File: src/rtl/data_cache.sv
`default_nettype none
// ============================================================================
// Module   : data_cache
// Brief    : Direct-mapped, one-word-line, write-through / no-write-allocate
//            data cache with blocking fills and load hit/miss statistics.
// Revision : 1.0 - initial release
// ============================================================================
module data_cache #(
    parameter int DATA_WIDTH = 32,
    parameter int LINES      = 8
) (
    input  logic                  clk_i,
    input  logic                  rst_i,
    input  logic                  rd_en_i,
    input  logic                  wr_en_i,
    input  logic [DATA_WIDTH-1:0] addr_i,
    input  logic [DATA_WIDTH-1:0] data_i,
    output logic [DATA_WIDTH-1:0] data_o,
    output logic                  stall_o,
    output logic                  mem_req_o,
    output logic                  mem_we_o,
    output logic [DATA_WIDTH-1:0] mem_addr_o,
    output logic [DATA_WIDTH-1:0] mem_wdata_o,
    input  logic [DATA_WIDTH-1:0] mem_rdata_i,
    input  logic                  mem_ack_i,
    output logic [15:0]           hit_count_o,
    output logic [15:0]           miss_count_o
);

    localparam int IDX_W = $clog2(LINES);
    localparam int TAG_W = DATA_WIDTH - 2 - IDX_W;

    typedef enum logic [1:0] {
        IDLE  = 2'd0,
        FILL  = 2'd1,
        WRITE = 2'd2
    } state_t;

    state_t state;
    state_t next_state;

    logic [LINES-1:0]      valid;
    logic [TAG_W-1:0]      tags  [LINES];
    logic [DATA_WIDTH-1:0] words [LINES];
    logic                  store_done;

    logic [IDX_W-1:0]      idx;
    logic [TAG_W-1:0]      tag;
    logic                  hit;
    logic                  is_load;
    logic                  is_store;
    logic                  fill_done;
    logic                  write_done;
    logic                  count_hit;
    logic                  count_miss;
    logic                  unused_ok;

    assign idx        = addr_i[2+IDX_W-1:2];
    assign tag        = addr_i[DATA_WIDTH-1:2+IDX_W];
    assign hit        = valid[idx] && (tags[idx] == tag);
    assign is_store   = wr_en_i;
    assign is_load    = rd_en_i && !wr_en_i;
    assign fill_done  = (state == FILL)  && mem_ack_i;
    assign write_done = (state == WRITE) && mem_ack_i;
    assign count_hit  = (state == IDLE) && is_load && hit;
    assign count_miss = (state == IDLE) && is_load && !hit;
    assign unused_ok  = &{1'b0, addr_i[1:0]};

    always_comb begin
        next_state  = state;
        stall_o     = 1'b0;
        mem_req_o   = 1'b0;
        mem_we_o    = 1'b0;
        mem_addr_o  = '0;
        mem_wdata_o = '0;
        data_o      = '0;
        case (state)
            IDLE: begin
                // The store just acknowledged is still on the bus this cycle;
                // it has completed, so it must not be re-issued.
                if (is_store && !store_done) begin
                    stall_o    = 1'b1;
                    next_state = WRITE;
                end else if (is_load) begin
                    if (hit) begin
                        data_o = words[idx];
                    end else begin
                        stall_o    = 1'b1;
                        next_state = FILL;
                    end
                end
            end
            FILL: begin
                mem_req_o  = 1'b1;
                mem_addr_o = {addr_i[DATA_WIDTH-1:2], 2'b00};
                stall_o    = 1'b1;
                if (mem_ack_i) next_state = IDLE;
            end
            WRITE: begin
                mem_req_o   = 1'b1;
                mem_we_o    = 1'b1;
                mem_addr_o  = {addr_i[DATA_WIDTH-1:2], 2'b00};
                mem_wdata_o = data_i;
                stall_o     = 1'b1;
                if (mem_ack_i) next_state = IDLE;
            end
            default: next_state = IDLE;
        endcase
    end

    always_ff @(posedge clk_i or posedge rst_i) begin
        if (rst_i) begin
            state        <= IDLE;
            valid        <= '0;
            store_done   <= 1'b0;
            hit_count_o  <= '0;
            miss_count_o <= '0;
        end else begin
            state      <= next_state;
            store_done <= write_done;
            if (fill_done) valid[idx] <= 1'b1;
            if (count_hit && (hit_count_o != 16'hFFFF))
                hit_count_o <= hit_count_o + 16'd1;
            if (count_miss && (miss_count_o != 16'hFFFF))
                miss_count_o <= miss_count_o + 16'd1;
        end
    end

    // Reset forces IDLE asynchronously, so fill/write strobes cannot fire under reset.
    always_ff @(posedge clk_i) begin
        if (fill_done) begin
            tags[idx]  <= tag;
            words[idx] <= mem_rdata_i;
        end else if (write_done && hit) begin
            words[idx] <= data_i;
        end
    end

endmodule
`default_nettype wire

File: config.mk
export PLATFORM = sky130hd
export DESIGN_NAME = data_cache
export DESIGN_NICKNAME = d
export VERILOG_FILES = /design/src/rtl/data_cache.sv
export SDC_FILE = /design/constraint.sdc
export NUM_CORES = 1
export LEC_CHECK = 0
export ABC_AREA = 1
export CAP_MARGIN = 20
export CORE_MARGIN = 2
export CORE_UTILIZATION = 45
export CTS_CLUSTER_SIZE = 8
export DETAILED_ROUTE_END_ITERATION = 8
export HOLD_SLACK_MARGIN = 0.12
export PLACE_DENSITY = 0.62
export SETUP_SLACK_MARGIN = 0.2
export SYNTH_ARGS = -nofsm -noshare
export SYNTH_HDL_FRONTEND = slang
export SYNTH_SLANG_ARGS = --single-unit
File: constraint.sdc
create_clock -name clk_i -period 4.8 [get_ports clk_i]
set_input_delay 0.48 -clock clk_i [delete_from_list [all_inputs] [get_ports clk_i]]
set_output_delay 0.48 -clock clk_i [all_outputs]
set_load 0.005 [all_outputs]
Word level (Yosys, flattened, before mapping):

Memory sizes are Yosys's and may differ from the RTL's.
Cells that the tools add are included.

* output and inout bits: 131
* input bits: 101
* logic and storage cells: 66
* memories: 2
* memory bits (writable): 472
* flip-flop bits (word level): 43

Memories
* words: depth 8, width 32, read ports 1, clocked after memory_dff 0, write ports 1, line 44 `logic [DATA_WIDTH-1:0] words [LINES];`
* tags: depth 8, width 27, read ports 1, clocked after memory_dff 0, write ports 1, line 43 `logic [TAG_W-1:0] tags [LINES];`

* $lt $le $gt $ge: 2
* eq/ne operators: 8
* muxes and demuxes: 27
* reductions and logical operators: 18
* add/sub/neg operators: 2
* bitwise gates (word level): 2

Operators with widths (number)
* 2-to-1 mux 32 bit: 7
* adder 16 x 1 -> 16 bit (second input constant): 2
* inequality test 16 bit (second input constant): 2
* == test 27 bit: 1
* logical AND 1 bit: 12
* 2-to-1 mux 1 bit: 12
* 2-to-1 mux 2 bit: 4
* OR 8 bit: 1
* inequality test 3 x 2 -> 1 bit (second input constant): 2
* < comparator 3 x 4 -> 1 bit (second input constant): 1
* case mux 2 bit (2 select lines): 1
* binary-select mux 1 bit (select 3 bit): 1
* demux 1 bit (select 3 bit): 1
* greater-or-equal comparator 3 x 1 -> 1 bit (second input constant): 1
* logical NOT 1 bit: 3
* AND reduction 3 bit: 1
* == test 2 x 1 -> 1 bit (second input constant): 1
* == test 2 bit (second input constant): 1
* logical NOT 2 bit: 1
* inequality test 2 x 1 -> 1 bit (second input constant): 1
* case mux 1 bit (2 select lines): 1
* OR reduction 2 bit: 1
* OR 1 bit: 1

Depth between registers and ports, before layout:

Gate-level depths: netlist of the first run.

* depth in word-level cells: 8
* gate-level depth with buffers: 20
* mapped depth without buffers: 18

Worst setup path before layout of the first run:

No wires, ideal clock.

* path type: input -> register
* from: input addr_i[4]
* to: memory words[3][0], enable pin
* data required time: 4.368 ns
* slack: 0.583 ns
* cell stages on the path: 17
* setup time: 0.432 ns
* arrival time: 3.785 ns
* cells stage by stage: buf_4 > nor2_1 > buf_2 > nand3_1 > nand2_1 > inv_1 > nand2_1 > nand2_1 > nand2_1 > nand2_1 > nor2_1 > nand2_1 > nor2_1 > nand2_1 > nor2_4 > inv_1 > a21oi_1

* cells in the longest elaborated chain, start to end: 8
* elaborated cells on any way between the ends: 10
* those cells by class: eq/ne: 1; mux: 5; bitwise: 1; reduce/logical: 2; memory: 1

RTL lines
* start: declaration: line 16 `input logic [DATA_WIDTH-1:0] addr_i,`
* memory (8 x 27 bit) / binary-select mux 1 bit (select 3 bit) (equally long branches)
* == test 27 bit / 2-to-1 mux 1 bit (equally long branches): line 60 `assign hit = valid[idx] && (tags[idx] == tag);`
* logical AND 1 bit: line 60
* logical AND 1 bit: line 134 `end else if (write_done && hit) begin`
* 2-to-1 mux 1 bit: line 134
* 2-to-1 mux 1 bit: line 131 `if (fill_done) begin`
* 2-to-1 mux 1 bit (implied by the code): line 135 `words[idx] <= data_i;`
* OR 1 bit (no line)
* end: declaration: line 44

Parallel ways exist; a longest one is shown, timed or not. The select of a mux whose other input is x is not followed.

Worst setup path after layout of the first run:

* from: input addr_i[3]
* to: output data_o[18]

* cells in the longest elaborated chain, start to end: 7
* elaborated cells on any way between the ends: 10
* those cells by class: eq/ne: 1; mux: 6; reduce/logical: 1; memory: 2

RTL lines
* memory (8 x 27 bit) / binary-select mux 1 bit (select 3 bit) (equally long branches)
* == test 27 bit / 2-to-1 mux 1 bit (equally long branches): line 60
* logical AND 1 bit: line 60
* 2-to-1 mux 32 bit (*): line 85 `if (hit) begin`
* 2-to-1 mux 32 bit (*): line 84 `end else if (is_load) begin`
* 2-to-1 mux 32 bit (*): line 81 `if (is_store && !store_done) begin`
* 2-to-1 mux 32 bit (*): line 77 `case (state)`
* end: declaration: line 18 `output logic [DATA_WIDTH-1:0] data_o,`

Every way passes the cells marked *; elsewhere a longest branch is shown, timed or not. The select of a mux whose other input is x is not followed.

==> flow_metrics.env, run 1 <==
export IMPL_cp_required_ns=4.32
export IMPL_min_period_ns=4.35
export IMPL_final_common_cell="nand2_1"
export IMPL_start_util_pct=45.6
export IMPL_cts_clk_slew_worst_paths_ns=0.05
export IMPL_core_area_um2=50200
export IMPL_cts_root_buf="clkbuf_16"
export IMPL_rsz0062_at_grt="no"
export IMPL_area_growth_pct=25.2
export IMPL_slowest_stage="clkdlybuf4s50_1"
export IMPL_ys_async_sr_fraction_pct=8.35
export IMPL_multi_input_area_um2=6030
export IMPL_design_die_area_um2=52700
export IMPL_max_freq_mhz=230
export IMPL_timing_slew_headroom_pct=31.6
export IMPL_fin_worst_skew_ns=0.0167
export IMPL_route_vias_total=16632
export IMPL_fillers=4213
export IMPL_fp_dieH_um=229
export IMPL_cp_max_fo=22
export IMPL_holdWs_ns=0.337
export IMPL_dp_hpwl_um=36400
export IMPL_place_area_um2=26500
export IMPL_ys_seq_area_share_pct=66.7
export IMPL_p_leak_nw=11.8
export IMPL_die_w_um=229
export IMPL_period_share_pct=90.6
export IMPL_hold_viol_final=0
export IMPL_finalMaxSlewViolations=0
export IMPL_routed_via_density=5.14
export IMPL_tightest_slew_ns=1.03
export IMPL_cts_hold_buf=0
export IMPL_postLayoutCellArea_um2=28600
export IMPL_cts_sinks=515
export IMPL_path_buf_inv=6
export IMPL_dr_pass1_iters=5
export IMPL_crit_path_max_incr_delay_ns=0.58
export IMPL_antenna_found_initial=1
export IMPL_ys_seq_elements=515
export IMPL_ys_flop_type="edfxtp_1"
export IMPL_clk_latency_ns=0.61
export IMPL_layout_common_cells="nand2_1, edfxtp_1, inv_1, clkdlybuf4s50_1, nand3_1"
export IMPL_cp_arrival_ns=3.87
export IMPL_avgSynthCellArea_um2=10.1
export IMPL_drt_antenna_violating_nets=0
export IMPL_drt_total_wl_um=58500
export IMPL_nNetsFinal=2643
export IMPL_grt_max_degree=106
export IMPL_syn_cell_area_um2=22900
export IMPL_gp_congestion=0.896
export IMPL_htree_num_levels=3
export IMPL_drc=0
export IMPL_powerDensity_nw_per_um2=403
export IMPL_ys_warnings_count=0
export IMPL_core_rowCount=82
export IMPL_pin_count=232
export IMPL_final_layout_size_suffix_gt1_share_pct=7.92
export IMPL_grt_total_usage_pct=22.4
export IMPL_worstPathCellList="dlygate4sd2_1 > inv_2 > nor2_2 > buf_4 > nand3_1 > nand2_1 > inv_1 > nand2_1 > nand2_1 > nand2_1 > nand2_1 > nor2_1 > nand2_1 > nor2_2 > nand3_2 > buf_4 > nor4_2 > clkdlybuf4s50_1"
export IMPL_critPathLaunch="addr_i[3]"
export IMPL_holdCritPathClass="input pin to async pin"
export IMPL_grt_overflow=0
export IMPL_setup_viol=0
export IMPL_io_buffers=227
export IMPL_grt_pass1_vias=16230
export IMPL_yosysUniqueCellTypes=35
export IMPL_reg2reg_slack_ns=1.48
export IMPL_r2r_start="tags[2][0]"
export IMPL_synth_cells=2254
export IMPL_regArea_um2=15200
export IMPL_status="finished, final reports clean"
export IMPL_reg2reg_depth=16
export IMPL_cp_end_kind="output port"
export IMPL_drv_cap=0
export IMPL_max_vdd_ir_drop_v=0.000244
export IMPL_drt_iter0_markers=1212
export IMPL_crit_type="input pin to output port"
export IMPL_synth_edff_count=472
export IMPL_path_delay_family="buffers and inverters"
export IMPL_cts_buffer_depth=3
export IMPL_cts_setup_buffers=0
export IMPL_grt_pass1_wl_um=90800
export IMPL_numCtsBuffers=74
export IMPL_cts_tree="built"
export IMPL_cp_start_kind="input pin"
export IMPL_critPathMostFrequentCell="nand2_1"
export IMPL_wl_per_cell_um=18.1
export IMPL_r2r_end="words[2][30]"
==> power by group <==
group	internal, mW	total, mW	leakage, nW	switching, mW
clock	2.89	4.77	1.02	1.88
sequential	5.03	5.08	4.81	0.0510
combinational	0.737	1.68	6.01	0.939
==> timing repair <==
action                                  4_1_cts  5_1_grt
resized for setup                             3        5
endpoints found under the setup margin       13       23
hold endpoints to repair                      0        0
==> cell families (layout without fill, tap and decap cells) <==
family	count (synthesis)	after routing	share of synthesized area, %
compound gates	173	173	4.76
xor+xnor	23	23	0.881
flops	515	515	66.7
simple gates	1077	1077	19.5
other cells	1	3	0.0164
fa+ha+maj	6	6	0.328
buf+inv	459	767	7.82
==> through the flow <==
stage	setup WS [ns]	TNS (ns)	total power, mW	utilization [%]	cells
CTS	0.206	0	11.6	57.0	3235
floorplan	0.583	0	5.93	-	2255
global placement	0.0101	0	6.82	52.7	3130
global route	0.233	0	12.0	57.1	3236
detailed placement	-0.0151	-0.0151	6.85	52.8	3132
finish	0.452	0	11.5	57.1	3236
==> worst reg2reg max path: cells and delay by family (launching register included) <==
kind            cells  cell delay (ns)
simple gates       12             1.58
compound gates      1             0.47
flops               1             0.36
buf+inv             3             0.59
==> registers in the layout (all words and copies together) (netlist names) <==
register and cells:
state 2, hit_count_o 16, words 256, store_done 1
tags 216, miss_count_o 16, valid 8
==> layer usage <==
layer / up-vias / GRT usage (%) / part of all wire [%]
met4: 0 / 9.03 / 3.2
met5: - / 0 / 0
li1: 7998 / - / -
met3: 117 / 4.12 / 6.7
met2: 571 / 37.0 / 48
met1: 7946 / 29.2 / 42
==> layout make-up <==
class	instances	area share [%]
Clock inverter	7	0.498
Antenna cell	1	0.00874
Multi-Input combinational cell	1281	21.1
Inverter	373	4.89
Tap cell	672	2.94
Timing Repair Buffer	291	10.5
Clock buffer	96	6.83
Sequential cell	515	53.2
==> how the worst max path moves through the flow <==
| stage | endpoint | slack, ns | cells after the start |
|---|---|---|---|
| after global placement | data_o[16] | 0.01 | 18 |
| after CTS | data_o[4] | 0.21 | 18 |
| final | data_o[18] | 0.45 | 18 |
| after floorplan | words[3][0] | 0.58 | 17 |
| after global routing | data_o[4] | 0.23 | 18 |
| after detailed placement | data_o[16] | -0.02 | 18 |
==> synthesized netlist by cell type, types with 25 or more instances <==
cell type | number | area, µm²
buf_2 | 34 | 170
clkbuf_1 | 39 | 146
dfrtp_1 | 43 | 1080
edfxtp_1 | 472 | 14200
inv_1 | 369 | 1390
nand2_1 | 667 | 2500
nand3_1 | 156 | 781
nor2_1 | 153 | 574
nor3_1 | 33 | 165
o21ai_0 | 44 | 220
o221ai_1 | 25 | 219
o22ai_1 | 84 | 526
Power figures use the tool's default switching activity.
==> run 2: changes to the inputs <==
--- a/config.mk
+++ b/config.mk
@@ -11,6 +11,7 @@
 export CORE_UTILIZATION = 45
 export CTS_CLUSTER_SIZE = 8
 export DETAILED_ROUTE_END_ITERATION = 8
+export GPL_TIMING_DRIVEN = 1
 export HOLD_SLACK_MARGIN = 0.12
 export PLACE_DENSITY = 0.62
 export SETUP_SLACK_MARGIN = 0.2
==> results of run 2 <==
Same layout as run 1: the final DEF is identical, and so are final timing and power.
